$ cat config.mk
export PLATFORM = sky130hd
export DESIGN_NAME = dm_copy_engine
export DESIGN_NICKNAME = d
export VERILOG_FILES = /design/src/rtl/dm_pkg.sv /design/src/rtl/dm_copy_engine.sv
export SDC_FILE = /design/constraint.sdc
export NUM_CORES = 1
export LEC_CHECK = 0
export BUFFER_PORTS_ARGS = -buffer_cell sky130_fd_sc_hd__buf_2
export CELL_PAD_IN_SITES_DETAIL_PLACEMENT = 0
export CELL_PAD_IN_SITES_GLOBAL_PLACEMENT = 1
export CORE_MARGIN = 1.5
export CORE_UTILIZATION = 45
export DETAILED_ROUTE_END_ITERATION = 10
export MAX_ROUTING_LAYER = met4
export PLACE_DENSITY = 0.85
export SLEW_MARGIN = 5
export SYNTH_ARGS = -nofsm -noshare
export SYNTH_HDL_FRONTEND = slang
export SYNTH_SLANG_ARGS = --single-unit
$ cat constraint.sdc
create_clock -name clk -period 7.3 [get_ports clk]
set_input_delay 0.73 -clock clk [delete_from_list [all_inputs] [get_ports clk]]
set_output_delay 0.73 -clock clk [all_outputs]
set_load 0.01 [all_outputs]
$ cat src/rtl/dm_pkg.sv
// Shared types and constants for the data-memory block-copy engine.
package dm_pkg;

   typedef enum logic [1:0] {
      ST_IDLE  = 2'd0,
      ST_READ  = 2'd1,
      ST_WRITE = 2'd2,
      ST_DONE  = 2'd3
   } dm_state_e;

   localparam int unsigned WORD_BYTES   = 4;
   localparam int unsigned DM_MEM_BYTES = 4096;

endpackage

$ cat src/rtl/dm_copy_engine.sv
// Word-granular block-copy initiator: one read cycle then one write cycle per word,
// ascending addresses, with alignment and range rejection of the request.
module dm_copy_engine
   import dm_pkg::*;
#(
   parameter int unsigned MEM_BYTES = DM_MEM_BYTES,
   parameter int unsigned CNT_W     = 11
) (
   input  logic             clk,
   input  logic             reset_n,
   input  logic             start,
   input  logic [31:0]      src_addr,
   input  logic [31:0]      dst_addr,
   input  logic [CNT_W-1:0] word_cnt,
   output logic             busy,
   output logic             done,
   output logic             err,
   output logic             dm_cs,
   output logic             dm_rd,
   output logic             dm_wr,
   output logic [31:0]      dm_addr,
   output logic [31:0]      dm_dout,
   input  logic [31:0]      dm_din
);

   localparam logic [32:0] MEM_LIMIT = 33'(MEM_BYTES);
   localparam logic [31:0] PTR_STEP  = 32'(WORD_BYTES);

   dm_state_e        state_q, state_d;
   logic [31:0]      src_ptr_q, src_ptr_d;
   logic [31:0]      dst_ptr_q, dst_ptr_d;
   logic [31:0]      data_q, data_d;
   logic [CNT_W-1:0] remaining_q, remaining_d;
   logic             err_q, err_d;

   logic [32:0]      span;
   logic [32:0]      src_end;
   logic [32:0]      dst_end;
   logic             reject;

   // Ends are formed at 33 bits so a request that wraps past 2^32 is out of range.
   always_comb begin
      span    = 33'(word_cnt) * 33'(WORD_BYTES);
      src_end = {1'b0, src_addr} + span;
      dst_end = {1'b0, dst_addr} + span;
      reject  = (src_addr[1:0] != 2'b00) || (dst_addr[1:0] != 2'b00) ||
                (src_end > MEM_LIMIT)    || (dst_end > MEM_LIMIT);
   end

   always_comb begin
      state_d     = state_q;
      src_ptr_d   = src_ptr_q;
      dst_ptr_d   = dst_ptr_q;
      data_d      = data_q;
      remaining_d = remaining_q;
      err_d       = err_q;
      case (state_q)
         ST_IDLE: begin
            if (start) begin
               src_ptr_d   = src_addr;
               dst_ptr_d   = dst_addr;
               remaining_d = word_cnt;
               err_d       = reject;
               if (reject || (word_cnt == '0)) begin
                  state_d = ST_DONE;
               end else begin
                  state_d = ST_READ;
               end
            end
         end
         ST_READ: begin
            data_d  = dm_din;
            state_d = ST_WRITE;
         end
         ST_WRITE: begin
            src_ptr_d   = src_ptr_q + PTR_STEP;
            dst_ptr_d   = dst_ptr_q + PTR_STEP;
            remaining_d = remaining_q - CNT_W'(1);
            if (remaining_q == CNT_W'(1)) begin
               state_d = ST_DONE;
            end else begin
               state_d = ST_READ;
            end
         end
         ST_DONE: begin
            state_d = ST_IDLE;
         end
         default: begin
            state_d = ST_IDLE;
         end
      endcase
   end

   always_ff @(posedge clk or negedge reset_n) begin
      if (!reset_n) begin
         state_q     <= ST_IDLE;
         src_ptr_q   <= '0;
         dst_ptr_q   <= '0;
         data_q      <= '0;
         remaining_q <= '0;
         err_q       <= 1'b0;
      end else begin
         state_q     <= state_d;
         src_ptr_q   <= src_ptr_d;
         dst_ptr_q   <= dst_ptr_d;
         data_q      <= data_d;
         remaining_q <= remaining_d;
         err_q       <= err_d;
      end
   end

   // Memory port is decoded from registered state only, keeping start off the memory path.
   always_comb begin
      busy    = (state_q != ST_IDLE);
      done    = (state_q == ST_DONE);
      err     = (state_q == ST_DONE) && err_q;
      dm_cs   = 1'b0;
      dm_rd   = 1'b0;
      dm_wr   = 1'b0;
      dm_addr = '0;
      dm_dout = '0;
      case (state_q)
         ST_READ: begin
            dm_cs   = 1'b1;
            dm_rd   = 1'b1;
            dm_addr = src_ptr_q;
         end
         ST_WRITE: begin
            dm_cs   = 1'b1;
            dm_wr   = 1'b1;
            dm_addr = dst_ptr_q;
            dm_dout = data_q;
         end
         default: begin
         end
      endcase
   end

endmodule

## Word level (Yosys, flattened, before mapping)

Index checks and enable logic that the tools add are counted.

| cells by class | value |
|---|---|
| $lt $le $gt $ge | 2 |
| mux-type cells | 15 |
| add/subtract/negate cells | 5 |
| reductions and logical operators | 14 |
| eq/ne operators | 5 |

Operator list:

| cell | number |
|---|---|
| 32-bit case mux with 2 select lines | 3 |
| 32-bit 2-to-1 mux | 3 |
| 32-bit by 13-bit adder with 33-bit output | 2 |
| 33-bit by 13-bit greater-than comparator with 1-bit output (second input constant) | 2 |
| 32-bit by 3-bit adder with 32-bit output (second input constant) | 2 |
| 11-bit case mux with 2 select lines | 1 |
| 11-bit by 1-bit equality test with 1-bit output (second input constant) | 1 |
| 11-bit logical NOT | 1 |
| 11-bit 2-to-1 mux | 1 |
| 11-bit by 1-bit subtractor with 11-bit output (second input constant) | 1 |
| 2-bit case mux with 4 select lines | 1 |
| 2-bit nonzero test | 4 |
| 2-bit 2-to-1 mux | 3 |
| 2-bit equality test (second input constant) | 2 |
| 1-bit logical OR | 4 |
| 2-bit AND reduction | 2 |
| 1-bit 2-to-1 mux | 3 |
| 2-bit by 1-bit equality test with 1-bit output (second input constant) | 1 |
| 2-bit logical NOT | 1 |
| 2-bit inequality test (second input constant) | 1 |
| 2-bit OR reduction | 1 |
| 1-bit logical AND | 1 |

| storage, ports and cells | value |
|---|---|
| input bits | 110 |
| word-level logic and storage cells | 47 |
| output and inout bits | 70 |
| register bits | 110 |

## Logic depth before layout (Yosys ltp)

Gate-level depths: netlist of run 1.

| depth | value |
|---|---|
| word-level depth | 8 |
| depth in mapped cells | 13 |
| depth with buffers taken out | 13 |

## Least setup slack after synthesis of run 1

OpenSTA, ideal clock, no wires.

| path | value |
|---|---|
| path kind | input to register |
| from | input src_addr[2] |
| to | register state_q[1] |
| data required time | 7163 ps |
| arrival | 3247 ps |
| slack | 3916 ps |
| library setup time | 137 ps |
| cell stages on the path | 12 |
| buffers on the path | 0 |
| cell sequence | ha_1 -> fa_1 -> or4_1 -> a21oi_1 -> nand3_1 -> a2111oi_2 -> nand3_1 -> o41ai_2 -> and3_1 -> nand4b_1 -> nor4b_2 -> a211oi_1 |

| on the way | value |
|---|---|
| longest elaborated chain between the ends | 8 |

RTL lines:

| item | line | text |
|---|---|---|
| start, declared | dm_copy_engine.sv:12 | `input logic [31:0] src_addr,` |
| 32-bit by 13-bit adder with 33-bit output | dm_copy_engine.sv:44 | `src_end = {1'b0, src_addr} + span;` |
| 33-bit by 13-bit greater-than comparator with 1-bit output | dm_copy_engine.sv:47 | `(src_end > MEM_LIMIT) \|\| (dst_end > MEM_LIMIT);` |
| 1-bit logical OR | dm_copy_engine.sv:46 | `reject = (src_addr[1:0] != 2'b00) \|\| (dst_addr[1:0] != 2'b00) \|\|` |
| 1-bit logical OR | dm_copy_engine.sv:47 |  |
| 1-bit logical OR | dm_copy_engine.sv:64 | `if (reject \|\| (word_cnt == '0)) begin` |
| 2-bit 2-to-1 mux | dm_copy_engine.sv:64 |  |
| 2-bit 2-to-1 mux | dm_copy_engine.sv:59 | `if (start) begin` |
| 2-bit case mux with 4 select lines | dm_copy_engine.sv:57 | `case (state_q)` |
| end signal, assigned | dm_copy_engine.sv:103 | `state_q <= state_d;` |
| end, declared | dm_copy_engine.sv:29 | `dm_state_e state_q, state_d;` |

Every way passes these cells. The select of a mux whose other input is x is not followed.
A chain may end at the register's enable or synchronous reset.

## Final worst setup path of run 1

| path | value |
|---|---|
| from | register state_q[0] |
| to | register dst_ptr_q[26] |

| on the way | value |
|---|---|
| longest elaborated chain between the ends | 3 |
| elaborated cells between the ends (all ways) | 6 |
| those cells by class | 2 x eq/ne; 1 x mux; 3 x reduce/logical |

RTL lines:

| item | line | text |
|---|---|---|
| 2-bit equality test or 2-bit logical NOT (tied branches) | dm_copy_engine.sv:57 |  |
| 2-bit nonzero test (no line) or 2-bit inequality test (tied branches) | -- |  |
| 2-bit AND reduction (no line) | -- |  |
| end signal, assigned | dm_copy_engine.sv:105 | `dst_ptr_q <= dst_ptr_d;` |
| end, declared | dm_copy_engine.sv:31 | `logic [31:0] dst_ptr_q, dst_ptr_d;` |

Parallel ways exist; a longest one is shown, timed or not.

==> results_tabular.tex, run 1 <==
\begin{tabular}{lr}
\hline
Metric & Value \\
\hline
\multicolumn{2}{l}{\textbf{Critical path}} \\
Critical path data arrival time & approximately 4.2 ns \\
Maximum net fanout on the critical path & 66 \\
Critical Path Sink Type & register \\
Worst Path Class, Setup & register to register \\
Worst setup SP type & register \\
CP max-delay cell & sky130\_fd\_sc\_hd\_\_o21ai\_4 \\
Launching element of the worst setup path & state\_q[0]\$\_DFFE\_PN0P\_ \\
FF-to-FF Start & state\_q[0]\$\_DFFE\_PN0P\_ \\
Cell-by-cell trace of the critical path & inv\_1 > ha\_4 > clkinv\_1 > o21ai\_4 > buf\_4 > o21ai\_0 > nand2\_1 > o31ai\_1 \\
CP required & 7.54 ns \\
Longest individual stage delay on the worst path & slightly below 0.9 ns \\
\multicolumn{2}{l}{\textbf{Logic synthesis}} \\
Average instance area after synthesis & 8.285 um2 \\
Area contributors post-synth & sky130\_fd\_sc\_hd\_\_dfrtp\_1 32\%, sky130\_fd\_sc\_hd\_\_a21oi\_1 5.2\%, sky130\_fd\_sc\_hd\_\_o21ai\_0 4.6\% \\
Count of state elements after synthesis & 110 \\
Synthesized area & roughly 8600 um2 \\
Area share of the largest cell type after synthesis & 31.92\% \\
Async set or reset register ratio after synthesis & 100.0\% \\
Count of yosys warnings during synthesis & 0 \\
Sequential fraction of the synthesis area & 31.92\% \\
Number of library cell types mapped by synthesis & 83 \\
Primary FF master, synth & sky130\_fd\_sc\_hd\_\_dfrtp\_1 \\
Largest area contributor in the netlist & sky130\_fd\_sc\_hd\_\_dfrtp\_1 \\
Synthesized instance count & 1041 \\
Post-Synthesis Net Count & 1184 \\
Number of enable flip-flop cells after synthesis & 0 \\
\multicolumn{2}{l}{\textbf{Floorplanning}} \\
Floorplan Core Area & 18770 um2 \\
Die Footprint & 20010 um2 \\
Width of the die & 141.4 um \\
Boundary Pins & 180 \\
Row cnt & 50 \\
Starting Density & 45.95\% \\
Chip Height & 141.4 um \\
\multicolumn{2}{l}{\textbf{Clock network}} \\
CTS buffer count & 9 \\
Hold\_buf cts & 0 \\
Clock slew at the register clock pins of the worst setup and hold paths & approximately 0.080 ns \\
\# H-tree levels & 3 \\
Number of instances resized during post-cts repair & 0 \\
Buffers inserted by post-CTS timing repair & 0 \\
Clock insertion delay at the later pin of the skew report & 0.37 ns \\
Root buffer cell & sky130\_fd\_sc\_hd\_\_clkbuf\_16 \\
TritonCTS clock tree & done \\
Clock Tree Buf Depth & 2 \\
Number of sinks driven by the clock tree & 110 \\
\multicolumn{2}{l}{\textbf{Final layout}} \\
Storage element area & 2753 um2 \\
Final instance count without filler cells & 1413 \\
Area occupied by multi-input gates & 5519 um2 \\
Commonest cells after routing, fill and taps aside & 178 x sky130\_fd\_sc\_hd\_\_buf\_2, 110 x sky130\_fd\_sc\_hd\_\_dfrtp\_1, 89 x sky130\_fd\_sc\_hd\_\_a21oi\_1 \\
Net count of the finished layout & 1317 \\
Number of inserted diodes & 0 \\
Leading cell type in the layout, fill and taps excluded & sky130\_fd\_sc\_hd\_\_buf\_2 \\
Post-layout utilization of the core & 53.00\% \\
Ratio of cells with drive above 1 in the final layout & 22.39\% \\
Layout filler cell count & 1826 \\
Layout-stage area growth over the synthesis result & 15.33\% \\
\multicolumn{2}{l}{\textbf{GRT}} \\
Maximum number of pins on one net before global-route repair & 93 \\
Aggregate global routing overflow & 0 \\
Initial antenna violation count & 0 \\
Vias in the first global route & 7951 \\
Combined global-route utilization of all metal layers & 29.41\% \\
Wire length of the first global-routing pass & 44.58 mm \\
\multicolumn{2}{l}{\textbf{Power and ir drop}} \\
Leakage dissipation & 4.249 nW \\
Maximum vdd drop & 0.0002193 V \\
P per Cell Area & 397.0 nW/um2 \\
PnR Total Power & between 3 and 4 mW \\
\multicolumn{2}{l}{\textbf{Worst hold path}} \\
Worst min-delay path class & input port to async pin \\
\multicolumn{2}{l}{\textbf{STA}} \\
Final hold viol count & 0 \\
Transition time of the tightest slew-check pin & approximately 0.86 ns \\
Final worst path period need & 3.954 ns \\
Worst slew margin relative to its limit & a little over two fifths \\
Unrepaired setup endpoints after global routing & no \\
Top achievable clock speed & 252.9 MHz \\
TNS Setup & 0 ns \\
Final setup violation count & 0 \\
Hold slack & $\sim$0.37 ns \\
Share of the cycle needed by the critical path after routing & 54.17\% \\
Number of max-slew violations in the final report & 0 \\
Max Clock Skew & between 0.015 and 0.02 ns \\
\multicolumn{2}{l}{\textbf{Route}} \\
Starting DRC count in detailed routing & 856 \\
DRC Markers & 0 \\
DR WL/cell & 20.35 um \\
Via count & roughly 8900 \\
Initial DRT Pass Iterations & 5 \\
Total Routed Length & 28.76 mm \\
Ratio of routed vias to standard cells & 6.263 \\
Number of nets still failing antenna checks after routing & 0 \\
\multicolumn{2}{l}{\textbf{Place}} \\
PortBufs & 179 \\
DP Wirelength & around 21 mm \\
Gpl congestion & 0.9591 \\
Number of cells after detailed placement & 1397 \\
\multicolumn{2}{l}{\textbf{Run status}} \\
Status & complete, no violations \\
\multicolumn{2}{l}{\textbf{Job}} \\
Max-cap viol count & 0 \\
\hline
\end{tabular}
## final timing paths
kind                                              to  slack, ns  cells after the start
min in group clk            src_ptr_q[0]$_DFFE_PN0P_       0.49                      2
min                            data_q[0]$_DFFE_PN0P_       0.37                      1
max reg2reg                dst_ptr_q[26]$_DFFE_PN0P_       3.35                      8
max                        dst_ptr_q[26]$_DFFE_PN0P_       3.35                      8
max in group asynchronous  src_ptr_q[27]$_DFFE_PN0P_       5.63                      2
min reg2reg                 src_ptr_q[0]$_DFFE_PN0P_       0.49                      2
## state kept, by name, indices dropped and copies added (netlist names)
name,flops
remaining_q,11
data_q,32
state_q,2
dst_ptr_q,32
src_ptr_q,32
err_q,1
## synth_stat cells (6+ instances only)
master and instances:
sky130_fd_sc_hd__a21o_1 7, sky130_fd_sc_hd__a21oi_1 89, sky130_fd_sc_hd__a22oi_1 44, sky130_fd_sc_hd__a31oi_1 15, sky130_fd_sc_hd__and2_1 37, sky130_fd_sc_hd__and3_1 25
sky130_fd_sc_hd__buf_1 9, sky130_fd_sc_hd__buf_2 6, sky130_fd_sc_hd__clkbuf_1 43, sky130_fd_sc_hd__dfrtp_1 110, sky130_fd_sc_hd__ha_1 31, sky130_fd_sc_hd__inv_1 23
sky130_fd_sc_hd__mux2_2 32, sky130_fd_sc_hd__mux2i_1 23, sky130_fd_sc_hd__nand2_1 76, sky130_fd_sc_hd__nand3_1 53, sky130_fd_sc_hd__nand4_1 29, sky130_fd_sc_hd__nor2_1 53
sky130_fd_sc_hd__nor2b_1 33, sky130_fd_sc_hd__nor3_1 19, sky130_fd_sc_hd__nor4_1 12, sky130_fd_sc_hd__o2111ai_1 6, sky130_fd_sc_hd__o21a_1 6, sky130_fd_sc_hd__o21ai_0 80
sky130_fd_sc_hd__o21ai_1 7, sky130_fd_sc_hd__o22ai_1 47, sky130_fd_sc_hd__or3_1 6, sky130_fd_sc_hd__xnor2_1 13, sky130_fd_sc_hd__xor2_1 6
## worst max-delay path: cells and delay by family (launching register included)
family / cells / cell delay, ns
DFF: 1 / 0.43
and+or+nand+nor: 1 / 0.11
buffers and inverters: 3 / 1.58
adders and majority gates: 1 / 0.53
AOI/OAI and AO/OA: 3 / 1.12
## power by group
group	leakage (nW)	internal, mW	switching (mW)
clock	0.161	0.309	0.255
combinational	2.79	0.874	1.21
sequential	1.30	0.933	0.367
## cells by family after synthesis
logic type / share of synthesized area, %
xor gates and xnor gates: 1.929
muxes: 6.848
and+or+nand+nor: 23.39
AOI/OAI and AO/OA: 26.52
buffers and inverters: 4.439
DFF: 31.92
adders and majority gates: 4.962
## per-stage QoR
step | cell area (um2) | worst slack, ns
after floorplan | 8625 | 3.916
after global placement | 9609 | 3.306
after detailed placement | 9609 | 3.241
after CTS | 9947 | 3.354
after global routing | 9947 | 3.033
final | 9947 | 3.346
## per-layer routing
metal  global-route usage, %  routed length, um  vias to the layer above
met5                       -                  0                        -
met3                   4.657               2678                       35
met1                   42.40              13090                     4206
li1                        -                  -                     4201
met2                   42.85              12450                      408
met4                   7.922                535                        0
## final cells by class
class / instances / share of cell area, %
clock buffer: 9 / 2.264
clock inverter: 7 / 1.132
inverter: 25 / 0.9434
multi-input combinational: 842 / 55.48
sequential: 110 / 27.67
tap: 234 / 2.943
timing repair buffer: 186 / 9.560
Power figures use the tool's default switching activity.
==> inputs of run 2 (changes only) <==
- ABC_AREA: unset -> 1
- CORE_UTILIZATION: 45 -> 39
- PLACE_DENSITY: 0.85 -> 0.78
- clock period: 7.3 -> 4.1 ns (I/O delays scaled with it)
==> results_tabular.tex, run 2 <==
\begin{tabular}{lr}
\hline
Metric & Value \\
\hline
\multicolumn{2}{l}{\textbf{Run status}} \\
Status & complete, no violations \\
\multicolumn{2}{l}{\textbf{Floorplanning}} \\
Width of the die & 162.3 um (+15\%) \\
Boundary Pins & 180 (unchanged) \\
Floorplan Core Area & 25040 um2 (+33\%) \\
Starting Density & 39.55\% (-6.4 points) \\
Row cnt & 58 (+16\%) \\
Die Footprint & 26350 um2 (+32\%) \\
Chip Height & 162.3 um (+15\%) \\
\multicolumn{2}{l}{\textbf{Logic synthesis}} \\
Largest area contributor in the netlist & sky130\_fd\_sc\_hd\_\_dfrtp\_1 \\
Primary FF master, synth & sky130\_fd\_sc\_hd\_\_dfrtp\_1 \\
Async set or reset register ratio after synthesis & 100.0\% (unchanged) \\
Dominant cell by count in the synthesized netlist & sky130\_fd\_sc\_hd\_\_nand2\_1 \\
Number of library cell types mapped by synthesis & 48 (-42\%) \\
Number of enable flip-flop cells after synthesis & 0 (unchanged) \\
Most used standard cells in the synthesized netlist & 607 x sky130\_fd\_sc\_hd\_\_nand2\_1, 227 x sky130\_fd\_sc\_hd\_\_inv\_1, 123 x sky130\_fd\_sc\_hd\_\_nor2\_1, 110 x sky130\_fd\_sc\_hd\_\_dfrtp\_1, 109 x sky130\_fd\_sc\_hd\_\_nand3\_1 \\
Count of state elements after synthesis & 110 (unchanged) \\
Area contributors post-synth & sky130\_fd\_sc\_hd\_\_dfrtp\_1 28\%, sky130\_fd\_sc\_hd\_\_nand2\_1 23\%, sky130\_fd\_sc\_hd\_\_inv\_1 8.6\% \\
Average instance area after synthesis & 6.015 um2 (-27\%) \\
Sequential fraction of the synthesis area & 27.80\% (-4.1 points) \\
Post-Synthesis Net Count & 1789 (+51\%) \\
Synthesized area & 9901 um2 (+15\%) \\
Area share of the largest cell type after synthesis & 27.80\% (-4.1 points) \\
Count of yosys warnings during synthesis & 0 (unchanged) \\
Synthesized instance count & 1646 (+58\%) \\
\multicolumn{2}{l}{\textbf{Place}} \\
Gpl congestion & 0.9161 (-4.5\%) \\
Number of cells after detailed placement & 2113 (+51\%) \\
PortBufs & 179 (unchanged) \\
DP Wirelength & 25.24 mm (+18\%) \\
Post-place setup slack & 1.111 ns (-2.130 ns) \\
\multicolumn{2}{l}{\textbf{Critical path}} \\
CP max-delay cell & sky130\_fd\_sc\_hd\_\_inv\_1 \\
Cell-by-cell trace of the critical path & inv\_1 > ha\_1 > inv\_1 > buf\_4 > a21oi\_1 > buf\_2 \\
Maximum net fanout on the critical path & 25 (-62\%) \\
Most frequent cell on the critical path & sky130\_fd\_sc\_hd\_\_inv\_1 \\
Worst Path Class, Setup & register to output pin \\
CP required & 3.69 ns (-3.85 ns) \\
Critical path data arrival time & 2.49 ns (-1.70 ns) \\
Reg-to-reg endpoint & dst\_ptr\_q[30]\$\_DFFE\_PN0P\_ \\
Longest individual stage delay on the worst path & 0.72 ns (-0.15 ns) \\
R2R Setup Slk & 1.53 ns (-1.82 ns) \\
Worst setup SP type & register \\
Critical Path Sink Type & output pin \\
Cell depth of the worst flop-to-flop path & 11 (+3) \\
FF-to-FF Start & dst\_ptr\_q[3]\$\_DFFE\_PN0P\_ \\
\multicolumn{2}{l}{\textbf{STA}} \\
Final hold viol count & 0 (unchanged) \\
Transition time of the tightest slew-check pin & 0.9880 ns (+0.1310 ns) \\
Worst slew margin relative to its limit & 34.06\% (-8.8 points) \\
Number of max-slew violations in the final report & 0 (unchanged) \\
TNS Setup & 0 ns (unchanged) \\
Top achievable clock speed & 345.2 MHz \\
Final setup violation count & 0 (unchanged) \\
Final worst path period need & slightly below 3 ns \\
Minimum setup slack in the final design & 1.203 ns (-2.143 ns) \\
Max Clock Skew & 0.01211 ns (-0.003368 ns) \\
Share of the cycle needed by the critical path after routing & 70.66\% \\
Unrepaired setup endpoints after global routing & no \\
\multicolumn{2}{l}{\textbf{Job}} \\
Max-cap viol count & 0 (unchanged) \\
\multicolumn{2}{l}{\textbf{Route}} \\
Total Routed Length & 32.62 mm (+13\%) \\
Initial DRT Pass Iterations & 5 (unchanged) \\
Via count & 10795 (+22\%) \\
DR WL/cell & 15.32 um (-25\%) \\
DRC Markers & 0 (unchanged) \\
Ratio of routed vias to standard cells & 5.068 (-19\%) \\
Starting DRC count in detailed routing & 694 (-19\%) \\
Number of nets still failing antenna checks after routing & 0 (unchanged) \\
\multicolumn{2}{l}{\textbf{GRT}} \\
Aggregate global routing overflow & 0 (unchanged) \\
Combined global-route utilization of all metal layers & 25.60\% (-3.8 points) \\
Wire length of the first global-routing pass & 52.28 mm (+17\%) \\
Initial antenna violation count & 1 (+1) \\
Maximum number of pins on one net before global-route repair & 130 (+40\%) \\
Vias in the first global route & 9904 (+25\%) \\
\multicolumn{2}{l}{\textbf{Final layout}} \\
Largest registers & data\_q: 32 flops, dst\_ptr\_q: 32 flops, src\_ptr\_q: 32 flops \\
Net count of the finished layout & 1937 (+47\%) \\
Ratio of cells with drive above 1 in the final layout & 13.95\% (-8.4 points) \\
Storage element area & 2753 um2 (unchanged) \\
Commonest cells after routing, fill and taps aside & 607 x sky130\_fd\_sc\_hd\_\_nand2\_1, 227 x sky130\_fd\_sc\_hd\_\_inv\_1, 178 x sky130\_fd\_sc\_hd\_\_buf\_2 \\
Leading cell type in the layout, fill and taps excluded & sky130\_fd\_sc\_hd\_\_nand2\_1 \\
Layout-stage area growth over the synthesis result & 15.43\% (about the same) \\
Area occupied by multi-input gates & 6115 um2 (+11\%) \\
Final instance count without filler cells & 2130 (+51\%) \\
Layout filler cell count & 2734 (+50\%) \\
\multicolumn{2}{l}{\textbf{Power and ir drop}} \\
Leakage dissipation & 6.259 nW (+47\%) \\
P per Cell Area & 219.6 nW/um2 (-45\%) \\
Maximum vdd drop & 0.0001869 V (-15\%) \\
\multicolumn{2}{l}{\textbf{Clock network}} \\
Root buffer cell & sky130\_fd\_sc\_hd\_\_clkbuf\_16 \\
CTS buffer count & 9 (unchanged) \\
Number of sinks driven by the clock tree & 110 (unchanged) \\
Hold\_buf cts & 0 (unchanged) \\
Clock Tree Buf Depth & 2 (unchanged) \\
\# H-tree levels & 3 (unchanged) \\
Clock slew at the register clock pins of the worst setup and hold paths & 0.08 ns (about the same) \\
Number of instances resized during post-cts repair & 0 (unchanged) \\
TritonCTS clock tree & done \\
Buffers inserted by post-CTS timing repair & 0 (unchanged) \\
Clock insertion delay at the later pin of the skew report & 0.37 ns (about the same) \\
\multicolumn{2}{l}{\textbf{Worst hold path}} \\
Worst min-delay path class & input port to async pin \\
\hline
\end{tabular}
-- run 2: layer usage --
metal | part of all wire [%] | track usage [%]
met4 | 1.5 | 4.837
met3 | 5.3 | 3.336
met1 | 46 | 33.21
met5 | 0 | -
met2 | 47 | 43.01
-- run 2: power breakdown --
group	internal [mW]	switching (mW)
clock	0.433	0.476
sequential	1.10	0.0142
combinational	0.168	0.315
total	1.70	0.805
-- run 2: critical path, delay by kind of cell (launching register included) --
family | cells | cell delay, ns
buf+inv | 4 | 1.29
flops | 1 | 0.47
compound gates | 1 | 0.05
fa+ha+maj | 1 | 0.30
-- run 2: worst max-delay path by stage --
stage / from / to
after floorplan: dst_addr[2] / state_q[1]$_DFFE_PN0P_
after global placement: word_cnt[0] / state_q[1]$_DFFE_PN0P_
after detailed placement: word_cnt[0] / state_q[1]$_DFFE_PN0P_
after CTS: state_q[0]$_DFFE_PN0P_ / dm_addr[20]
after global routing: state_q[0]$_DFFE_PN0P_ / dm_addr[26]
final: state_q[1]$_DFFE_PN0P_ / dm_addr[20]
-- run 2: layout make-up --
class / instances / share of cell area [%]
sequential: 110 / 24.09
multi-input combinational: 1256 / 53.50
tap: 330 / 3.613
clock inverter: 7 / 0.6131
clock buffer: 9 / 1.971
inverter: 229 / 7.521
timing repair buffer: 188 / 8.671
antenna: 1 / 0.02190
-- run 2: logic make-up after synthesis --
| logic type | count (synthesis) | share of synthesized area, % |
|---|---|---|
| AND/OR/NAND/NOR | 956 | 41.48 |
| buffers and inverters | 280 | 10.70 |
| AO/OA/AOI/OAI | 238 | 13.12 |
| flip-flops | 110 | 27.80 |
| adder cells (fa/ha/maj) | 33 | 4.322 |
| XOR/XNOR | 28 | 2.477 |
| multiplexers | 1 | 0.1011 |
-- run 2: per-stage QoR --
step,cell area [um2],util (%),power (mW),hold WS [ns]
after detailed placement,11130,44.46,1.623,0.4585
final,11430,45.65,2.509,0.1417
after CTS,11430,45.64,2.532,0.1807
after global placement,11130,44.46,1.623,0.4532
after global routing,11430,45.65,2.641,0.2246
after floorplan,9901,-,1.415,0.1144
==> inputs of run 3 (changes only) <==
- clock period: 4.1 -> 2.7 ns (I/O delays scaled with it)
==> results_tabular.tex, run 3 (same netlist as run 2, synthesis figures left out) <==
\begin{tabular}{lr}
\hline
Metric & Value \\
\hline
\multicolumn{2}{l}{\textbf{Route}} \\
Ratio of routed vias to standard cells & 5.060 (-0.17\%) \\
DRC Markers & 0 (unchanged) \\
Via count & 10878 (+0.77\%) \\
Number of nets still failing antenna checks after routing & 0 (unchanged) \\
Starting DRC count in detailed routing & 801 (+15\%) \\
Total Routed Length & 32.65 mm (about the same) \\
Initial DRT Pass Iterations & 6 (+1) \\
DR WL/cell & 15.18 um (-0.86\%) \\
\multicolumn{2}{l}{\textbf{Final layout}} \\
Cell area after layout & 11600 um2 (+1.5\%) \\
Largest registers & data\_q: 32 flops, dst\_ptr\_q: 32 flops, src\_ptr\_q: 32 flops \\
Layout-stage area growth over the synthesis result & 17.17\% \\
Number of inserted diodes & 0 (-1) \\
Net count of the finished layout & 1959 (+1.1\%) \\
Post-layout utilization of the core & 46.34\% (+0.69 points) \\
Final instance count without filler cells & 2150 (+0.94\%) \\
Leading cell type in the layout, fill and taps excluded & sky130\_fd\_sc\_hd\_\_nand2\_1 \\
Ratio of cells with drive above 1 in the final layout & 14.89\% (+0.94 points) \\
Commonest cells after routing, fill and taps aside & 607 x sky130\_fd\_sc\_hd\_\_nand2\_1, 227 x sky130\_fd\_sc\_hd\_\_inv\_1, 178 x sky130\_fd\_sc\_hd\_\_buf\_2 \\
\multicolumn{2}{l}{\textbf{GRT}} \\
Wire length of the first global-routing pass & 52.16 mm (-0.24\%) \\
Maximum number of pins on one net before global-route repair & 66 (-49\%) \\
Combined global-route utilization of all metal layers & 25.55\% (-0.050 points) \\
Vias in the first global route & 10100 (+2.0\%) \\
Aggregate global routing overflow & 0 (unchanged) \\
Initial antenna violation count & 0 (-1) \\
\multicolumn{2}{l}{\textbf{Power and ir drop}} \\
Switching power summed over all nets & 1.188 mW (+48\%) \\
Leakage dissipation & 6.363 nW (+1.7\%) \\
Switching fraction of total power & 31.47\% (-0.60 points) \\
P per Cell Area & 325.3 nW/um2 (+48\%) \\
Internal power & 2.586 mW (+52\%) \\
Maximum vdd drop & 0.0002401 V (+28\%) \\
Part of the total power dissipated in sequential elements & 45.0\% (+0.4 points) \\
Logic pwr share & 20.0\% (+0.8 points) \\
PnR Total Power & 3.774 mW (+50\%) \\
Clock power frac & 35.0\% (-1.2 points) \\
\multicolumn{2}{l}{\textbf{Place}} \\
Number of cells after detailed placement & 2134 (+0.99\%) \\
DP Wirelength & 25.77 mm (+2.1\%) \\
Area after detailed placement & 11310 um2 (+1.6\%) \\
Post-place setup slack & -0.06047 ns (-1.172 ns) \\
PortBufs & 179 (unchanged) \\
Gpl congestion & 0.8986 (-1.9\%) \\
\multicolumn{2}{l}{\textbf{Critical path}} \\
Worst Path Class, Setup & register to output pin \\
FF-to-FF Start & src\_ptr\_q[2]\$\_DFFE\_PN0P\_ \\
Worst setup SP type & register \\
Critical path data arrival time & 2.19 ns (-0.30 ns) \\
CP required & 2.43 ns (-1.26 ns) \\
R2R Setup Slk & 0.26 ns (-1.27 ns) \\
Cell depth of the worst flop-to-flop path & 13 (+2) \\
Critical Path Sink Type & output pin \\
Reg-to-reg endpoint & src\_ptr\_q[28]\$\_DFFE\_PN0P\_ \\
Maximum net fanout on the critical path & 29 (+16\%) \\
\multicolumn{2}{l}{\textbf{STA}} \\
Share of the cycle needed by the critical path after routing & 91.25\% \\
Unrepaired setup endpoints after global routing & no \\
Final hold viol count & 0 (unchanged) \\
Number of max-slew violations in the final report & 0 (unchanged) \\
TNS Setup & 0 ns (unchanged) \\
Transition time of the tightest slew-check pin & 0.6683 ns (-0.3196 ns) \\
Top achievable clock speed & 405.9 MHz \\
Max Clock Skew & 0.01125 ns (-0.0008630 ns) \\
Minimum setup slack in the final design & 0.2363 ns (-0.9665 ns) \\
Hold slack & 0.1112 ns (-0.03048 ns) \\
Final worst path period need & 2.464 ns \\
Worst slew margin relative to its limit & 55.03\% (+21 points) \\
Final setup violation count & 0 (unchanged) \\
\multicolumn{2}{l}{\textbf{Worst hold path}} \\
Sink of the worst hold path & data\_q[25]\$\_DFFE\_PN0P\_ \\
Worst min-delay path class & input port to register \\
Hold path startpoint & dm\_din[25] \\
Hold Crit Depth & 3 \\
\multicolumn{2}{l}{\textbf{Clock network}} \\
Clock Tree Buf Depth & 2 (unchanged) \\
CTS buffer count & 9 (unchanged) \\
Root buffer cell & sky130\_fd\_sc\_hd\_\_clkbuf\_16 \\
Buffers inserted by post-CTS timing repair & 0 (unchanged) \\
\# H-tree levels & 3 (unchanged) \\
Number of instances resized during post-cts repair & 0 (unchanged) \\
TritonCTS clock tree & done \\
Clock slew at the register clock pins of the worst setup and hold paths & 0.08 ns (about the same) \\
Number of sinks driven by the clock tree & 110 (unchanged) \\
Clock insertion delay at the later pin of the skew report & 0.36 ns (about the same) \\
\multicolumn{2}{l}{\textbf{Job}} \\
Max-cap viol count & 0 (unchanged) \\
\multicolumn{2}{l}{\textbf{Run status}} \\
Status & complete, no violations \\
\multicolumn{2}{l}{\textbf{Floorplanning}} \\
Floorplan Core Area & 25040 um2 (unchanged) \\
Width of the die & 162.3 um (unchanged) \\
Chip Height & 162.3 um (unchanged) \\
Die Footprint & 26350 um2 (unchanged) \\
Boundary Pins & 180 (unchanged) \\
Starting Density & 39.55\% (unchanged) \\
Row cnt & 58 (unchanged) \\
\hline
\end{tabular}
-- run 3: how the worst max path moves through the flow --
stage | startpoint | end | slack (ns)
6_report | state_q[0]$_DFFE_PN0P_ | dm_dout[0] | 0.24
5_1_grt | src_ptr_q[2]$_DFFE_PN0P_ | src_ptr_q[28]$_DFFE_PN0P_ | 0.06
3_3_place_gp | word_cnt[0] | state_q[1]$_DFFE_PN0P_ | -0.04
2_1_floorplan | dst_addr[2] | state_q[1]$_DFFE_PN0P_ | 0.51
4_1_cts | state_q[0]$_DFFE_PN0P_ | dm_dout[0] | 0.22
3_5_place_dp | word_cnt[0] | state_q[1]$_DFFE_PN0P_ | -0.06
-- run 3: critical path, stage by stage, from the launching register on --
cell	delay [ns]
sky130_fd_sc_hd__dfrtp_1	0.42
sky130_fd_sc_hd__inv_1	0.16
sky130_fd_sc_hd__ha_4	0.28
sky130_fd_sc_hd__buf_4	0.35
sky130_fd_sc_hd__buf_4	0.33
sky130_fd_sc_hd__nand2_1	0.09
sky130_fd_sc_hd__inv_1	0.07
sky130_fd_sc_hd__buf_2	0.13
-- run 3: what timing repair did --
| item | 4_1_cts | 5_1_grt |
|---|---|---|
| hold endpoints to repair | 44 | 0 |
| endpoints found under the setup margin | 0 | 0 |
| hold buffers | 1 | 0 |
-- run 3: area by class of cell --
type / count / area, um2
Clock buffer: 9 / 225.2
Clock inverter: 6 / 52.55
Fill cell: 2713 / 13440
Inverter: 229 / 859.6
Multi-Input combinational cell: 1256 / 6115
Sequential cell: 110 / 2753
Tap cell: 330 / 412.9
Timing Repair Buffer: 210 / 1184
-- run 3: power by group through the flow --
stage	clock network [mW]	registers, mW	logic, mW
after global placement	0	1.73	0.755
after global routing	1.40	1.70	0.861
after detailed placement	0	1.73	0.756
after CTS	1.36	1.70	0.761
final	1.32	1.70	0.756
after floorplan	0	1.73	0.422
-- run 3: routing by layer --
layer | track usage, % | wire length [um] | vias to the layer above
li1 | - | - | 5601
met1 | 33.74 | 15350 | 4911
met2 | 41.59 | 15160 | 333
met3 | 2.852 | 1459 | 33
met4 | 6.964 | 667 | 0
met5 | - | 0 | -
